### src/rtl/alu_seq_if.sv
// alu_seq_if: request/response bus between the operand stage and alu_seq.
interface alu_seq_if #(parameter int WIDTH = 32);
  localparam int SW = $clog2(WIDTH);
  logic             In_valid;
  logic             In_ready;
  logic [WIDTH-1:0] Src1;
  logic [WIDTH-1:0] Src2;
  logic [SW-1:0]    Shamt;
  logic [5:0]       Funct;
  logic             Out_valid;
  logic             Out_ready;
  logic [WIDTH-1:0] Result;
  logic [WIDTH-1:0] Hi;
  logic             Zero;
  logic             Carry;
  modport master (output In_valid, Src1, Src2, Shamt, Funct, Out_ready,
                  input  In_ready, Out_valid, Result, Hi, Zero, Carry);
  modport slave  (input  In_valid, Src1, Src2, Shamt, Funct, Out_ready,
                  output In_ready, Out_valid, Result, Hi, Zero, Carry);
endinterface

### src/rtl/alu_seq.sv
// alu_seq: registered ALU with valid/ready handshake; define ALU_MULT_EN to
// build the iterative shift-add MULTU (otherwise MULTU is unsupported, Hi = 0).
module alu_seq #(parameter int WIDTH = 32) (
  input  logic clk,
  input  logic rst_n,
  alu_seq_if.slave bus
);
  localparam int SW = $clog2(WIDTH);
  typedef enum logic [1:0] {IDLE, MUL, OUT} state_t;
  state_t state, next;
  logic [WIDTH-1:0] res_c;
  logic carry_c, accept, is_mul, mul_done;
  logic [WIDTH:0] add_r, sub_r, sll_r, srl_r;
  assign bus.In_ready  = state == IDLE;
  assign bus.Out_valid = state == OUT;
  assign accept = bus.In_valid && state == IDLE;
  // srl_r keeps one guard bit below the result so bit 0 is the last bit shifted out
  assign add_r = {1'b0, bus.Src1} + {1'b0, bus.Src2};
  assign sub_r = {1'b0, bus.Src1} - {1'b0, bus.Src2};
  assign sll_r = {1'b0, bus.Src1} << bus.Shamt;
  assign srl_r = {bus.Src1, 1'b0} >> bus.Shamt;
  always_comb begin
    res_c   = '0;
    carry_c = 1'b0;
    case (bus.Funct)
      6'b001001: {carry_c, res_c} = add_r;
      6'b001010: {carry_c, res_c} = sub_r;
      6'b010001: res_c = bus.Src1 & bus.Src2;
      6'b100001: {carry_c, res_c} = sll_r;
      6'b100010: {res_c, carry_c} = srl_r;
      default: ;
    endcase
  end
`ifdef ALU_MULT_EN
  localparam logic [SW:0] LAST = (SW+1)'(WIDTH - 1);
  logic [SW:0] cnt;
  logic [WIDTH-1:0] mcand, hi;
  logic [2*WIDTH-1:0] prod, prod_n;
  logic [WIDTH:0] psum;
  assign is_mul   = bus.Funct == 6'b011001;
  assign mul_done = state == MUL && cnt == LAST;
  assign psum     = {1'b0, prod[2*WIDTH-1:WIDTH]} + {1'b0, {WIDTH{prod[0]}} & mcand};
  assign prod_n   = {psum, prod[WIDTH-1:1]};
  assign bus.Hi   = hi;
  always_ff @(posedge clk or negedge rst_n) begin
    if (!rst_n) begin
      cnt   <= '0;
      mcand <= '0;
      prod  <= '0;
    end else if (accept && is_mul) begin
      cnt   <= '0;
      mcand <= bus.Src1;
      prod  <= {{WIDTH{1'b0}}, bus.Src2};
    end else if (state == MUL) begin
      cnt  <= cnt + 1'b1;
      prod <= prod_n;
    end
  end
  always_ff @(posedge clk or negedge rst_n) begin
    if (!rst_n) begin
      bus.Result <= '0;
      hi         <= '0;
      bus.Carry  <= 1'b0;
      bus.Zero   <= 1'b1;
    end else if (accept && !is_mul) begin
      bus.Result <= res_c;
      hi         <= '0;
      bus.Carry  <= carry_c;
      bus.Zero   <= ~|res_c;
    end else if (mul_done) begin
      bus.Result <= prod_n[WIDTH-1:0];
      hi         <= prod_n[2*WIDTH-1:WIDTH];
      bus.Carry  <= |prod_n[2*WIDTH-1:WIDTH];
      bus.Zero   <= ~|prod_n;
    end
  end
`else
  assign is_mul   = 1'b0;
  assign mul_done = 1'b0;
  assign bus.Hi   = '0;
  always_ff @(posedge clk or negedge rst_n) begin
    if (!rst_n) begin
      bus.Result <= '0;
      bus.Carry  <= 1'b0;
      bus.Zero   <= 1'b1;
    end else if (accept) begin
      bus.Result <= res_c;
      bus.Carry  <= carry_c;
      bus.Zero   <= ~|res_c;
    end
  end
`endif
  always_comb begin
    next = state == IDLE ? (accept ? (is_mul ? MUL : OUT) : IDLE) :
           state == MUL  ? (mul_done ? OUT : MUL) :
           state == OUT  ? (bus.Out_ready ? IDLE : OUT) : IDLE;
  end
  always_ff @(posedge clk or negedge rst_n) begin
    if (!rst_n) state <= IDLE;
    else state <= next;
  end
endmodule
### src/flat_wrapper.sv
// flat-port wrapper written by rule: the top's interface ports become plain ports
module alu_seq_flat 
#(parameter int WIDTH = 32)
  (clk, rst_n, bus_In_valid, bus_Src1, bus_Src2, bus_Shamt, bus_Funct, bus_Out_ready, bus_In_ready, bus_Out_valid, bus_Result, bus_Hi, bus_Zero, bus_Carry);
  alu_seq_if #(.WIDTH(WIDTH)) bus_i ();
  input  logic clk;
  input  logic rst_n;
  input wire logic [$bits(bus_i.In_valid)-1:0] bus_In_valid;
  input wire logic [$bits(bus_i.Src1)-1:0] bus_Src1;
  input wire logic [$bits(bus_i.Src2)-1:0] bus_Src2;
  input wire logic [$bits(bus_i.Shamt)-1:0] bus_Shamt;
  input wire logic [$bits(bus_i.Funct)-1:0] bus_Funct;
  input wire logic [$bits(bus_i.Out_ready)-1:0] bus_Out_ready;
  output wire logic [$bits(bus_i.In_ready)-1:0] bus_In_ready;
  output wire logic [$bits(bus_i.Out_valid)-1:0] bus_Out_valid;
  output wire logic [$bits(bus_i.Result)-1:0] bus_Result;
  output wire logic [$bits(bus_i.Hi)-1:0] bus_Hi;
  output wire logic [$bits(bus_i.Zero)-1:0] bus_Zero;
  output wire logic [$bits(bus_i.Carry)-1:0] bus_Carry;
  assign bus_i.In_valid = bus_In_valid;
  assign bus_i.Src1 = bus_Src1;
  assign bus_i.Src2 = bus_Src2;
  assign bus_i.Shamt = bus_Shamt;
  assign bus_i.Funct = bus_Funct;
  assign bus_i.Out_ready = bus_Out_ready;
  assign bus_In_ready = bus_i.In_ready;
  assign bus_Out_valid = bus_i.Out_valid;
  assign bus_Result = bus_i.Result;
  assign bus_Hi = bus_i.Hi;
  assign bus_Zero = bus_i.Zero;
  assign bus_Carry = bus_i.Carry;
  alu_seq #(.WIDTH(WIDTH)) u_core (.clk(clk), .rst_n(rst_n), .bus(bus_i));
endmodule
### config.mk
export PLATFORM = sky130hd
export DESIGN_NAME = alu_seq_flat
export DESIGN_NICKNAME = d
export VERILOG_FILES = /design/src/rtl/alu_seq_if.sv /design/src/rtl/alu_seq.sv /design/src/flat_wrapper.sv
export SDC_FILE = /design/constraint.sdc
export NUM_CORES = 1
export LEC_CHECK = 0
export ABC_CLOCK_PERIOD_IN_PS = 3600
export CORE_ASPECT_RATIO = 1.2
export CORE_UTILIZATION = 60
export CTS_CLUSTER_SIZE = 10
export DETAILED_ROUTE_END_ITERATION = 7
export PLACE_DENSITY = 0.86
export SLEW_MARGIN = 30
export SYNTH_ARGS = -nofsm -noshare
export SYNTH_HDL_FRONTEND = slang
export SYNTH_SLANG_ARGS = --single-unit
export TNS_END_PERCENT = 50
### constraint.sdc
create_clock -name clk -period 3.6 [get_ports clk]
set_input_delay 0.72 -clock clk [delete_from_list [all_inputs] [get_ports clk]]
set_output_delay 0.72 -clock clk [all_outputs]
set_load 0.01 [all_outputs]
==> flow_summary.toml, run 1 <==
[place]
post-place-ws_ps = -1040
dpl_cell_area_um2 = 15700
place_congestion = 1.35
portBuffers = 114
dp_hpwl_um = 45900

[grt]
grt_max_degree = 57
grt_pass1_wl_um = 124000
grt_pass1_vias = 20700
track_usage_pct = 86.4
grt_overflow = 728

[cts]
root_buffer = "clkbuf_16"
clock_path_buffers = 2
cts_max_level = 2
numCtsBuffers = 5
cts_hold_buf = 0
cts.sink_count = 36

[yosys]
synthesis.instances = 1478
yosys_most_used_dff = "dfrtp_1"
avgSynthCellArea_um2 = 7.52
synth_cell_type_count = 96
ys_ff_latch = 36
ys_warn_count = 0
synth_edf_count = 0
yosysSeqAreaShare_pct = 8.11
async_flop_share_pct = 100
syn-cell-area_um2 = 11100

[status]
firstError = "[ERROR GRT-0116] Global routing finished with congestion. Check the congestion regions in the DRC Viewer."
haltStage = "5_1_grt"
outcome = "did not finish"

[die]
floorplan.initialDensity_pct = 61.2
die_width_um = 126
num_rows = 54
die_y_um = 151
io_pins = 147
[per-layer routing]
metal | GRT overflow | global-route usage [%]
met1 | 6 | 79.9
met2 | 498 | 110
met3 | 5 | 63.4
met4 | 217 | 105
met5 | 2 | 30.7
[kinds of logic after synthesis]
logic type                 count (synthesis)  share of synthesized area, %
AOI/OAI and AO/OA                        467                          28.7
buffers and inverters                    236                          10.8
other                                      1                        0.0337
adders and majority gates                 67                          7.67
muxes                                    170                          22.1
xor gates and xnor gates                  11                         0.866
DFF                                       36                          8.11
and+or+nand+nor                          490                          21.7
[cell usage after synthesis (all sizes together), types with 20 or more instances]
cell,instances,share of area [%]
a211oi,32,2.2
a21oi,119,5.4
buf,82,5.6
clkbuf,85,2.9
dfrtp,35,7.9
ha,65,7.3
inv,68,2.3
mux2,29,3.0
mux2i,85,7.8
mux4,56,11
nand2,136,4.6
nand2b,24,1.3
nand3,39,1.8
nor2,116,3.9
nor3,42,1.9
o211ai,21,1.4
o21ai,82,3.7
or2,20,1.1
[stage by stage]
stage | setup TNS (ps) | hold slack [ps] | instances | utilization [%]
after floorplan | 0 | 424 | 1509 | -
after global placement | -7200 | 436 | 2200 | 86.1
after detailed placement | -11230 | 463 | 2200 | 86.1
after CTS | -2.68 | 481 | 2231 | 92.9
[what timing repair did]
action / 4_1_cts
resized for setup: 318
endpoints found under the setup margin: 18
cloned: 1
buffers inserted: 23
pin swaps: 72
==> run 2: changes to the inputs <==
--- a/config.mk
+++ b/config.mk
@@ -6,11 +6,9 @@
 export NUM_CORES = 1
 export LEC_CHECK = 0
 export ABC_CLOCK_PERIOD_IN_PS = 3600
-export CORE_ASPECT_RATIO = 1.2
-export CORE_UTILIZATION = 60
-export CTS_CLUSTER_SIZE = 10
+export CORE_UTILIZATION = 40
 export DETAILED_ROUTE_END_ITERATION = 7
-export PLACE_DENSITY = 0.86
+export PLACE_DENSITY_LB_ADDON = 0.15
 export SLEW_MARGIN = 30
 export SYNTH_ARGS = -nofsm -noshare
 export SYNTH_HDL_FRONTEND = slang
==> run 2 against run 1 <==
Compared with the run above: the flow now finishes, with violations (negative setup slack); synthesized cell count is the same; synthesized area unchanged.
==> flow_summary.toml, run 2 <==
[yosys]
synth_area_leader_cell = "mux4_2"
yosys-top-cells-area = "mux4_2 (11%), dfrtp_1 (7.9%), mux2i_1 (7.6%), ha_1 (7.3%), a21oi_1 (5.4%)"
ys_warn_count = 0
synthesis.instances = 1478
async_flop_share_pct = 100
yosys_most_used_dff = "dfrtp_1"
ys_ff_latch = 36
synth_edf_count = 0
synth_cell_type_count = 96
syn-cell-area_um2 = 11100
avgSynthCellArea_um2 = 7.52
synth_top_area_share_pct = 10.9
post-synth-top-count-cell = "nand2_1"
yosys-top-cells-count = "nand2_1 (136), a21oi_1 (119), nor2_1 (116), clkbuf_1 (84), mux2i_1 (84)"
yosysSeqAreaShare_pct = 8.11

[critical_path]
rr_endpoint = "u_core.bus.Zero"
end_kind = "register"
cp-start-kind = "input pin"
r2r-start = "u_core.state[0]"
cp.required_ps = 3810
arrival_ps = 3900
worstRegToRegCells = 12
rrSetupSlack_ps = 1150
path_class = "in -> reg"
cp_max_fo = 10

[grt]
grt_max_degree = 57
grt_pass1_vias = 14500
grt_pass1_wl_um = 89000
track_usage_pct = 41.4
grt_overflow = 0
antenna_found_initial = 1

[detailed_routing]
via_count = 15300
routedWlPerCell_um = 24.5
first_pass_iters = 6
routed_wl_um = 60500
drc = 0
drtAntennaViolNets = 0
dr.first_iter.drc_count = 1397
via_per_inst = 6.19

[cts]
root_buffer = "clkbuf_16"
clock_path_buffers = 2
cts.sink_count = 36
clkTransAtPathRegs_ps = 50
clock_latency_ps = 280
cts_tree = "yes"
cts_max_level = 2
numCtsBuffers = 5
cts_hold_buf = 0

[pwr]
p_per_area_nw_per_um2 = 205
p_total_w = 0.00370
vdd_ir_drop_max_mv = 0.144
power_leakage_nw = 8.06

[finish]
design_area_um2 = 18100
mostFrequentLayoutCell = "buf_4"
top_register = "u_core.bus.Result"
finalNetCount = 2241
final_cell_mix = "buf_4 (593), nand2_1 (129), nor2_1 (110)"
reg_top3 = "u_core.bus.Result x32, u_core.state x2"
drive_gt1_share_pct = 46.1
largest_reg_flops = 32
area_growth_syn_to_layout_pct = 62.6

[timing]
fmax_mhz = 271
fin_ws_ps = -92.3
final_max_slew_viol_count = 0
rsz0062_at_grt = "yes"
tightest_slew_ps = 747
post-route-period-util_pct = 103
setup_viol = 1
layout_min_cycle_time_ps = 3690
relSlewSlack_pct = 50.2
finalHoldViolCount = 0
finalClockSkew_ps = 4.26

[hold_path]
hold_path_depth = 1
hold_class = "reg -> reg"
whs_endpoint = "u_core.state[0]"
hold_start = "u_core.state[1]"

[die]
core_um2 = 27100
die_width_um = 169
floorplan.initialDensity_pct = 41.0
num_rows = 60
dieArea_um2 = 28500
die_y_um = 169
io_pins = 147

[place]
post-place-ws_ps = -1190
dp_hpwl_um = 49200
place_congestion = 1.03
portBuffers = 114
dpl_cell_area_um2 = 16400

[status]
outcome = "finished, violations left"
violations = "negative setup slack"

[job]
maxCapViolCount = 0
run 2: final cells by class:
type / instances / area, um2
Clock buffer: 8 / 146
Inverter: 69 / 259
Sequential cell: 36 / 902
Multi-Input combinational cell: 1237 / 10300
Antenna cell: 1 / 2.50
Tap cell: 372 / 465
Timing Repair Buffer: 746 / 5990
Fill cell: 2304 / 9020
run 2: cells by family after synthesis:
group / share of synthesized area, %
and+or+nand+nor: 21.7
xor gates and xnor gates: 0.866
other: 0.0337
DFF: 8.11
AOI/OAI and AO/OA: 28.7
adders and majority gates: 7.67
buffers and inverters: 10.8
muxes: 22.1
run 2: layer usage:
metal | up-vias | GRT usage (%) | part of all wire [%]
met5 | - | 0 | 0.015
met4 | 2 | 18.2 | 5.0
met3 | 193 | 4.86 | 9.4
met2 | 936 | 67.9 | 45
met1 | 7352 | 54.8 | 40
li1 | 6804 | - | -
run 2: stage by stage:
step | cells | utilization, % | TNS, ps | hold slack, ps
2_1_floorplan | 1509 | - | 0 | 424
3_3_place_gp | 2417 | 60.6 | -10680 | 435
3_5_place_dp | 2417 | 60.6 | -11750 | 452
4_1_cts | 2463 | 65.5 | -23.2 | 460
5_1_grt | 2468 | 66.7 | -291 | 480
6_report | 2469 | 66.7 | -92.3 | 461
run 2: report_power, final:
group          switching, W  internal, W  leakage, nW
sequential        0.0000297     0.000463        0.472
clock              0.000150     0.000275       0.0712
combinational       0.00142      0.00136         7.52
run 2: critical path, stage by stage:
cell and delay (ps):
buf_2 390, buf_4 280, mux2i_1 250, mux4_2 330, mux2_2 220, o211ai_1 150, or3_1 400, o31ai_2 220
buf_4 170, nand4b_1 100, nor4_2 300, buf_4 160, nand4_1 70, o21ai_1 140
run 2: how the worst max path moves through the flow:
stage | startpoint | end | depth (start not counted)
after floorplan | bus_Src2[4] | u_core.bus.Zero | 13
after global placement | bus_Src1[9] | u_core.bus.Zero | 17
after detailed placement | bus_Src1[9] | u_core.bus.Zero | 17
after CTS | bus_Src1[12] | u_core.bus.Zero | 14
after global routing | bus_Shamt[1] | u_core.bus.Zero | 15
final | bus_Shamt[3] | u_core.bus.Zero | 14
run 2: what timing repair did:
item                                    4_1_cts  5_1_grt
endpoints found under the setup margin       18       10
cloned                                        1        0
buffers inserted                             39        6
pin swaps                                    73       35
resized for setup                           302       96
Note: power is estimated with default switching activity, not from simulation.
